[config.mk]
export PLATFORM = sky130hd
export DESIGN_NAME = full
export DESIGN_NICKNAME = d
export VERILOG_FILES = /design/src/rtl/full_pkg.sv /design/src/rtl/full_half_adder.sv /design/src/rtl/full.sv
export SDC_FILE = /design/constraint.sdc
export NUM_CORES = 1
export LEC_CHECK = 0
export ABC_AREA = 1
export ABC_CLOCK_PERIOD_IN_PS = 1400
export CORE_AREA = 2 2 39 41
export DETAILED_ROUTE_END_ITERATION = 16
export DIE_AREA = 0 0 41 43
export GPL_TIMING_DRIVEN = 0
export PLACE_DENSITY = 0.35
export SLEW_MARGIN = 30
export SYNTH_ARGS = -nofsm -noshare
export SYNTH_HDL_FRONTEND = slang
export SYNTH_SLANG_ARGS = --single-unit
[constraint.sdc]
create_clock -name clk -period 1.4 [get_ports clk]
set_input_delay 0.35 -clock clk [delete_from_list [all_inputs] [get_ports clk]]
set_output_delay 0.35 -clock clk [all_outputs]
set_load 0.05 [all_outputs]
[src/rtl/full_pkg.sv]
// Shared types and defaults for the one-bit full adder.
package full_pkg;

    // Two-bit {carry, sum} result of adding three single bits.
    typedef logic [1:0] sum2_t;

    localparam int REG_OUT_DEFAULT = 1;

endpackage

[src/rtl/full_half_adder.sv]
// Half adder: sum = x ^ y, carry = x & y.
module half_adder (
    input  logic x,
    input  logic y,
    output logic sum,
    output logic carry
);

    assign sum   = x ^ y;
    assign carry = x & y;

endmodule

[src/rtl/full.sv]
// One-bit full adder with an optional registered result stage.
// Defining FULL_SELF_CHECK_EN adds a sticky err output that flags arithmetic mismatches.
module full
    import full_pkg::*;
#(
    parameter int REG_OUT = REG_OUT_DEFAULT
) (
    input  logic clk,
    input  logic rst,
    input  logic a,
    input  logic b,
    input  logic cin,
    input  logic in_valid,
    output logic s,
    output logic cout,
    output logic s_q,
    output logic cout_q,
    output logic out_valid
`ifdef FULL_SELF_CHECK_EN
    ,
    output logic err
`endif
);

    logic p;
    logic g1;
    logic g2;

    half_adder ha1 (
        .x    (a),
        .y    (b),
        .sum  (p),
        .carry(g1)
    );

    half_adder ha2 (
        .x    (p),
        .y    (cin),
        .sum  (s),
        .carry(g2)
    );

    // Both half-adder carries can never be high together, so OR is enough.
    assign cout = g1 | g2;

    generate
        if (REG_OUT != 0) begin : g_reg
            logic s_reg;
            logic cout_reg;
            logic valid_reg;

            always_ff @(posedge clk) begin
                if (rst) begin
                    s_reg     <= 1'b0;
                    cout_reg  <= 1'b0;
                    valid_reg <= 1'b0;
                end else begin
                    valid_reg <= in_valid;
                    if (in_valid) begin
                        s_reg    <= s;
                        cout_reg <= cout;
                    end
                end
            end

            assign s_q       = s_reg;
            assign cout_q    = cout_reg;
            assign out_valid = valid_reg;
        end else begin : g_noreg
            assign s_q       = 1'b0;
            assign cout_q    = 1'b0;
            assign out_valid = 1'b0;
        end
    endgenerate

`ifdef FULL_SELF_CHECK_EN
    // Independent arithmetic reference compared against the gate-level result.
    sum2_t expected_sum;
    logic  err_reg;

    always_comb begin
        expected_sum = sum2_t'({1'b0, a} + {1'b0, b} + {1'b0, cin});
    end

    always_ff @(posedge clk) begin
        if (rst) begin
            err_reg <= 1'b0;
        end else if (in_valid && ({cout, s} != expected_sum)) begin
            err_reg <= 1'b1;
        end
    end

    assign err = err_reg;
`endif

endmodule

==> impl_results.md, run 1 <==
- Status: finished, violations left
- Failing checks: setup timing
- Synth async-reset ratio: 0%
- Maxcap violations: 0
- Final instance area: 280 um^2
- Reg clk slew, reported paths: 0.04 ns
- Initial core utilization: 9.31%
- Critical path data arrival time: 1.18 ns
- Layout Nets: 40
- H-tree depth: 1
- Max Root-Sink Buffers: 2
- FP Rows: 14
- Gr usage total: 5.62%
- Hold depth: 2
- Clock skew after layout: 0 ns
- Highest Clock Rate: 0.656 GHz
- Synth Area in Adders: 15.5%
- Total grt overflow: 0
- Num ports: 11
- Syn_area_per_cell: 7.58 um^2
- Cts bufs inserted: 3
- Cell Area, Placed: 251 um^2
- Worst slew pin tran: 0.280 ns
- Synth warn: 0
- Largest net degree at the start of global routing: 6
- Vias/cell: 3.10
- Power Dens Cells: 1300 nW/um^2
- Yosys reg bits: 3
- Largest family of logic cells by synthesized area: simple AND/OR/NAND/NOR gates
- Share of the synthesized area in the top cell type: 46.6%
- Final Max Slew Viols: 0
- Setup-failing EPs final: 1
- First DRT Iteration DRCs: 9
- Crit Path Max Fanout: 2
- Post-synthesis mux area share: 0%
- Tmin final: 1.53 ns
- Post-synthesis simple-gate area fraction: 26.2%
- Antenna viol nets, final: 0
- Primary FF master, synth: dfxtp_1
- Final worst setup slack: -0.125 ns
- Post-placement cell count: 43
- Initial DRT Pass Iterations: 3
- Slowest stage delay, CP: 0.58 ns
- Required @ worst endpoint: 1.05 ns
- Die X: 41 um
- Routability-driven placement congestion ratio: 0.577
- CTS tree: yes
- Share of post-route cells with drive strength above 1: 40.6%
- Period utilization: 109%
- Area grow syn2layout: 117%
- Crit Path Category: primary input to primary output
- Syn Std Cell Area: 129 um^2
- WL final: 362 um
- Cts hold-fix bufs: 0
- Most frequent cells after synthesis: nor2_1 (5), inv_1 (4), nand2_1 (4)
- Initial antenna violation count: 0
- XOR/XNOR Fraction of Synth Area: 0%
- RSZ-0062 raised after global routing: yes
- Height of the die: 43 um
- Worst Setup End Kind: primary output
- Total Die Area: 1760 um^2
- ANT cells: 0
- First-pass GRT wire length: 545 um
- Syn_nets: 24
- EDFF count, synth: 0
- Layout Cells excl Fill: 48
- Seq/Total Area, Yosys: 46.6%
- Vias in the first global route: 132
- Most common cell in the netlist: nor2_1
- Complex-gate fraction of the synthesized area: 0%
- Largest area contributor in the netlist: dfxtp_1
- Slowest cell on the critical path: fa_2
- Worst min path class: flip-flop to flip-flop
- Hold violation count in the final report: 0
- Clk sink count: 3
- Peak VDD IR: 260 uV
- Final core utilization: 20.3%
- Dpl hpwl: 278 um
- DR vias: 149
- CP cell instances: buf_6 > fa_2 > buf_8
- Routed len/inst: 7.54 um
- Synth top area cells: dfxtp_1 (47%), fa_1 (16%), nor2_1 (15%), inv_1 (12%), nand2_1 (12%)
- DRC violations left: 0
- Core footprint: 1380 um^2
- I/O Buffers: 10
- Worst slack at placement: -1.13 ns
- Root Buffer: clkbuf_4
- R2R cell count: 2
- Worst slew margin: 81.4%
- Synth Instances: 17
- Synth cell types: 5
- Critical Path Source Type: primary input
- Leak pwr: 0.000141 uW
- Clock Latency Late Sink: 0.23 ns
-- cell usage in the layout (no fill, tap or decap) --
cell,synthesis,layout
dfxtp_1,3,3
inv_1,4,4
clkbuf_4,0,3
nand2_1,4,4
buf_2,0,2
buf_8,0,1
buf_6,0,2
nor2_1,5,5
buf_4,0,1
clkdlybuf4s15_2,0,2
fa_2,0,1
clkbuf_2,0,1
clkbuf_1,0,1
clkdlybuf4s50_1,0,2
-- path summary, 6_finish.rpt --
path | end | from | slack, ns
worst min register to register | s_q | s_q | 0.48
worst max-delay path | s | cin | -0.13
worst max register to register | cout_q | cout_q | 0.84
worst min-delay path | s_q | s_q | 0.48
-- routing by layer --
layer  routed length (um)  part of all wire, %  up-vias  track usage (%)
met5                    0                    0        -                0
met2                  131                   36       11             5.63
met1                  165                   46       62             5.47
met3                   65                   18        0             6.28
li1                     -                    -       76                -
met4                    0                    0        0             6.00
-- kinds of logic (layout without fill, tap and decap cells) --
group,after synthesis,after routing
AND/OR/NAND/NOR,9,9
adder cells (fa/ha/maj),1,1
buffers and inverters,4,19
flip-flops,3,3
-- where the power goes --
group          switching [uW]  leakage (uW)  total [uW]  internal [uW]
sequential               2.80     0.0000250        95.1           92.3
clock                    44.6     0.0000150         151            107
combinational            70.5      0.000101         119           48.6
-- registers in the layout, summed over array words and instances (netlist names) --
signal and count:
s_q 1, cout_q 1, out_valid 1
-- critical path: cells and delay by family --
kind,cells,cell delay [ns]
buffers and inverters,2,0.24
adders and majority gates,1,0.58
-- area by class of cell --
type	instances	area (um^2)
repair buffers	11	103
clock buffers	4	26.3
fillers	150	1100
flip-flops and latches	3	60.1
well taps	16	20.0
inverters	4	15.0
multi-input cells	10	56.3
-- per-stage QoR --
step | total power (uW) | setup TNS [ns] | hold slack [ns]
floorplan | 166 | -0.0330 | 0.421
global placement | 206 | -2.50 | 0.467
detailed placement | 207 | -2.53 | 0.476
CTS | 374 | -0.128 | 0.482
global route | 399 | -0.146 | 0.521
finish | 366 | -0.125 | 0.479
-- repair_timing --
item | 4_1_cts | 5_1_grt
resized for setup | 35 | 2
pin swaps | 1 | 0
cloned | 0 | 0
buffers inserted | 1 | 0
setup endpoints to repair | 6 | 3
Note: power is estimated with default switching activity, not from simulation.
==> run 2, diff against run 1 <==
PLACE_DENSITY = 0.36   (was 0.35)
SYNTH_HIERARCHICAL = 1   (was default)
==> impl_results.md, run 2 <==
- Status: finished, violations left
- Failing checks: setup timing
- Initial core utilization: 9.76%
- Routability-driven placement congestion ratio: 0.666
- Num ports: 11
- Synth cell types: 7
- Number of fill cells: 157
- Slowest cell on the critical path: ha_4
- Worst min path class: flip-flop to flip-flop
- Share of the synthesized area in the top cell type: 44.4%
- Multi-input gate area: 90.1 um^2
- First-pass GRT wire length: 662 um
- Seq/Total Area, Yosys: 44.4%
- Critical path data arrival time: 1.10 ns
- Dpl hpwl: 312 um
- Crit Path Max Fanout: 2
- Vias/cell: 3.33
- Required @ worst endpoint: 1.05 ns
- DRC violations left: 0
- Cell Area, Placed: 268 um^2
- Cts bufs inserted: 3
- Layout Nets: 41
- Initial DRT Pass Iterations: 2
- Syn_nets: 25
- Peak VDD IR: 202 uV
- Synth async-reset ratio: 0%
- RSZ-0062 raised after global routing: yes
- Layout Cells excl Fill: 48
- Worst slack at placement: -1.11 ns
- Setup-failing EPs final: 2
- Routed len/inst: 9.88 um
- Final instance area: 332 um^2
- CP cell instances: buf_8 > ha_4 > ha_4 > buf_8
- Maxcap violations: 0
- Most frequent cells after synthesis: nor2_1 (5), dfxtp_1 (3), inv_1 (3)
- Final Max Slew Viols: 0
- Die X: 41 um
- CTS tree: yes
- Power Dens Cells: 1170 nW/um^2
- Hold violation count in the final report: 0
- Vias in the first global route: 159
- Worst setup path startpoint: b
- Total grt overflow: 0
- Height of the die: 43 um
- Hold Crit Start: s_q
- FP Rows: 14
- Area grow syn2layout: 145%
- ANT cells: 0
- Reg clk slew, reported paths: 0.04 ns
- Antenna viol nets, final: 0
- Core footprint: 1380 um^2
- EDFF count, synth: 0
- Clk sink count: 3
- I/O Buffers: 10
- Max Root-Sink Buffers: 2
- Largest area contributor in the netlist: dfxtp_1
- Worst slew margin: 81.4%
- Commonest cells after routing, fill and taps aside: nor2_1 (5), clkbuf_4 (3), dfxtp_1 (3), buf_8 (3)
- WL final: 474 um
- Leak pwr: 0.000145 uW
- Worst Setup End Kind: primary output
- DR vias: 160
- Critical Path Source Type: primary input
- Largest net degree at the start of global routing: 4
- Syn_area_per_cell: 7.95 um^2
- Gr usage total: 7.12%
- Post-placement cell count: 43
- Clock skew after layout: 0 ns
- Highest Clock Rate: 0.690 GHz
- Register area: 60.1 um^2
- Syn Std Cell Area: 135 um^2
- Root Buffer: clkbuf_4
- Crit Path Category: primary input to primary output
- Tmin final: 1.45 ns
- Worst slew pin tran: 0.280 ns
- Most common cell in the netlist: nor2_1
- Share of post-route cells with drive strength above 1: 46.9%
- Tot Pwr: 389 uW
- Primary FF master, synth: dfxtp_1
- Initial antenna violation count: 0
- Reg2Reg Launch Point: cout_q
- Most common cell after layout, fill and taps aside: nor2_1
- Yosys reg bits: 3
- Period utilization: 104%
- Synth top area cells: dfxtp_1 (44%), ha_1 (19%), nor2_1 (14%), inv_1 (8.3%), o21ai_0 (7.4%)
- Synth Instances: 17
- Synth warn: 6
- First DRT Iteration DRCs: 3
- Clock Latency Late Sink: 0.23 ns
- Total Die Area: 1760 um^2
- Slowest stage delay, CP: 0.28 ns
- H-tree depth: 1
- Final worst setup slack: -0.0497 ns
run 2: worst paths after layout:
kind	endpoint	slack, ns	depth (start not counted)
max	s	-0.05	4
min	s_q	0.53	2
max reg2reg	cout_q	0.77	2
min reg2reg	s_q	0.53	2
run 2: final cells by class:
type	count	area share (%)
Timing Repair Buffer	11	36.2
Tap cell	16	6.04
Clock buffer	4	7.92
Sequential cell	3	18.1
Multi-Input combinational cell	10	27.2
Inverter	4	4.53
run 2: metrics by stage:
step / hold WS [ns] / setup TNS, ns / util (%)
final: 0.528 / -0.0821 / 24.0
after floorplan: 0.422 / 0 / -
after global placement: 0.507 / -2.63 / 19.3
after CTS: 0.523 / -0.0779 / 23.7
after global routing: 0.569 / -0.108 / 24.0
after detailed placement: 0.513 / -2.69 / 19.3
run 2: logic make-up after synthesis:
logic type,after synthesis,share of synthesized area [%]
and+or+nand+nor,6,18.5
buffers and inverters,4,11.1
DFF,3,44.4
AOI/OAI and AO/OA,2,7.41
adders and majority gates,2,18.5
run 2: report_power, final:
part | total (uW) | internal (uW) | switching, uW
logic | 141 | 62.0 | 79.1
registers | 95.2 | 92.3 | 2.92
clock network | 153 | 107 | 46.0
run 2: critical path, delay by kind of cell:
| family | cells | cell delay, ns |
|---|---|---|
| buffers and inverters | 2 | 0.24 |
| adder cells (fa/ha/maj) | 2 | 0.51 |
run 2: timing repair:
action | 4_1_cts | 5_1_grt
gates resized for setup | 37 | 3
endpoints found under the setup margin | 5 | 3
pin swaps | 3 | 3
hold buffers | 0 | 0
setup buffers | 1 | 0
run 2: per-layer routing:
metal | vias to the layer above | track usage, % | part of all wire (%) | routed length [um]
li1 | 81 | - | - | -
met1 | 66 | 4.81 | 30 | 142
met2 | 11 | 10.0 | 51 | 243
met3 | 2 | 6.28 | 17 | 79
met4 | 0 | 8.00 | 1.7 | 8
met5 | - | 0 | 0 | 0
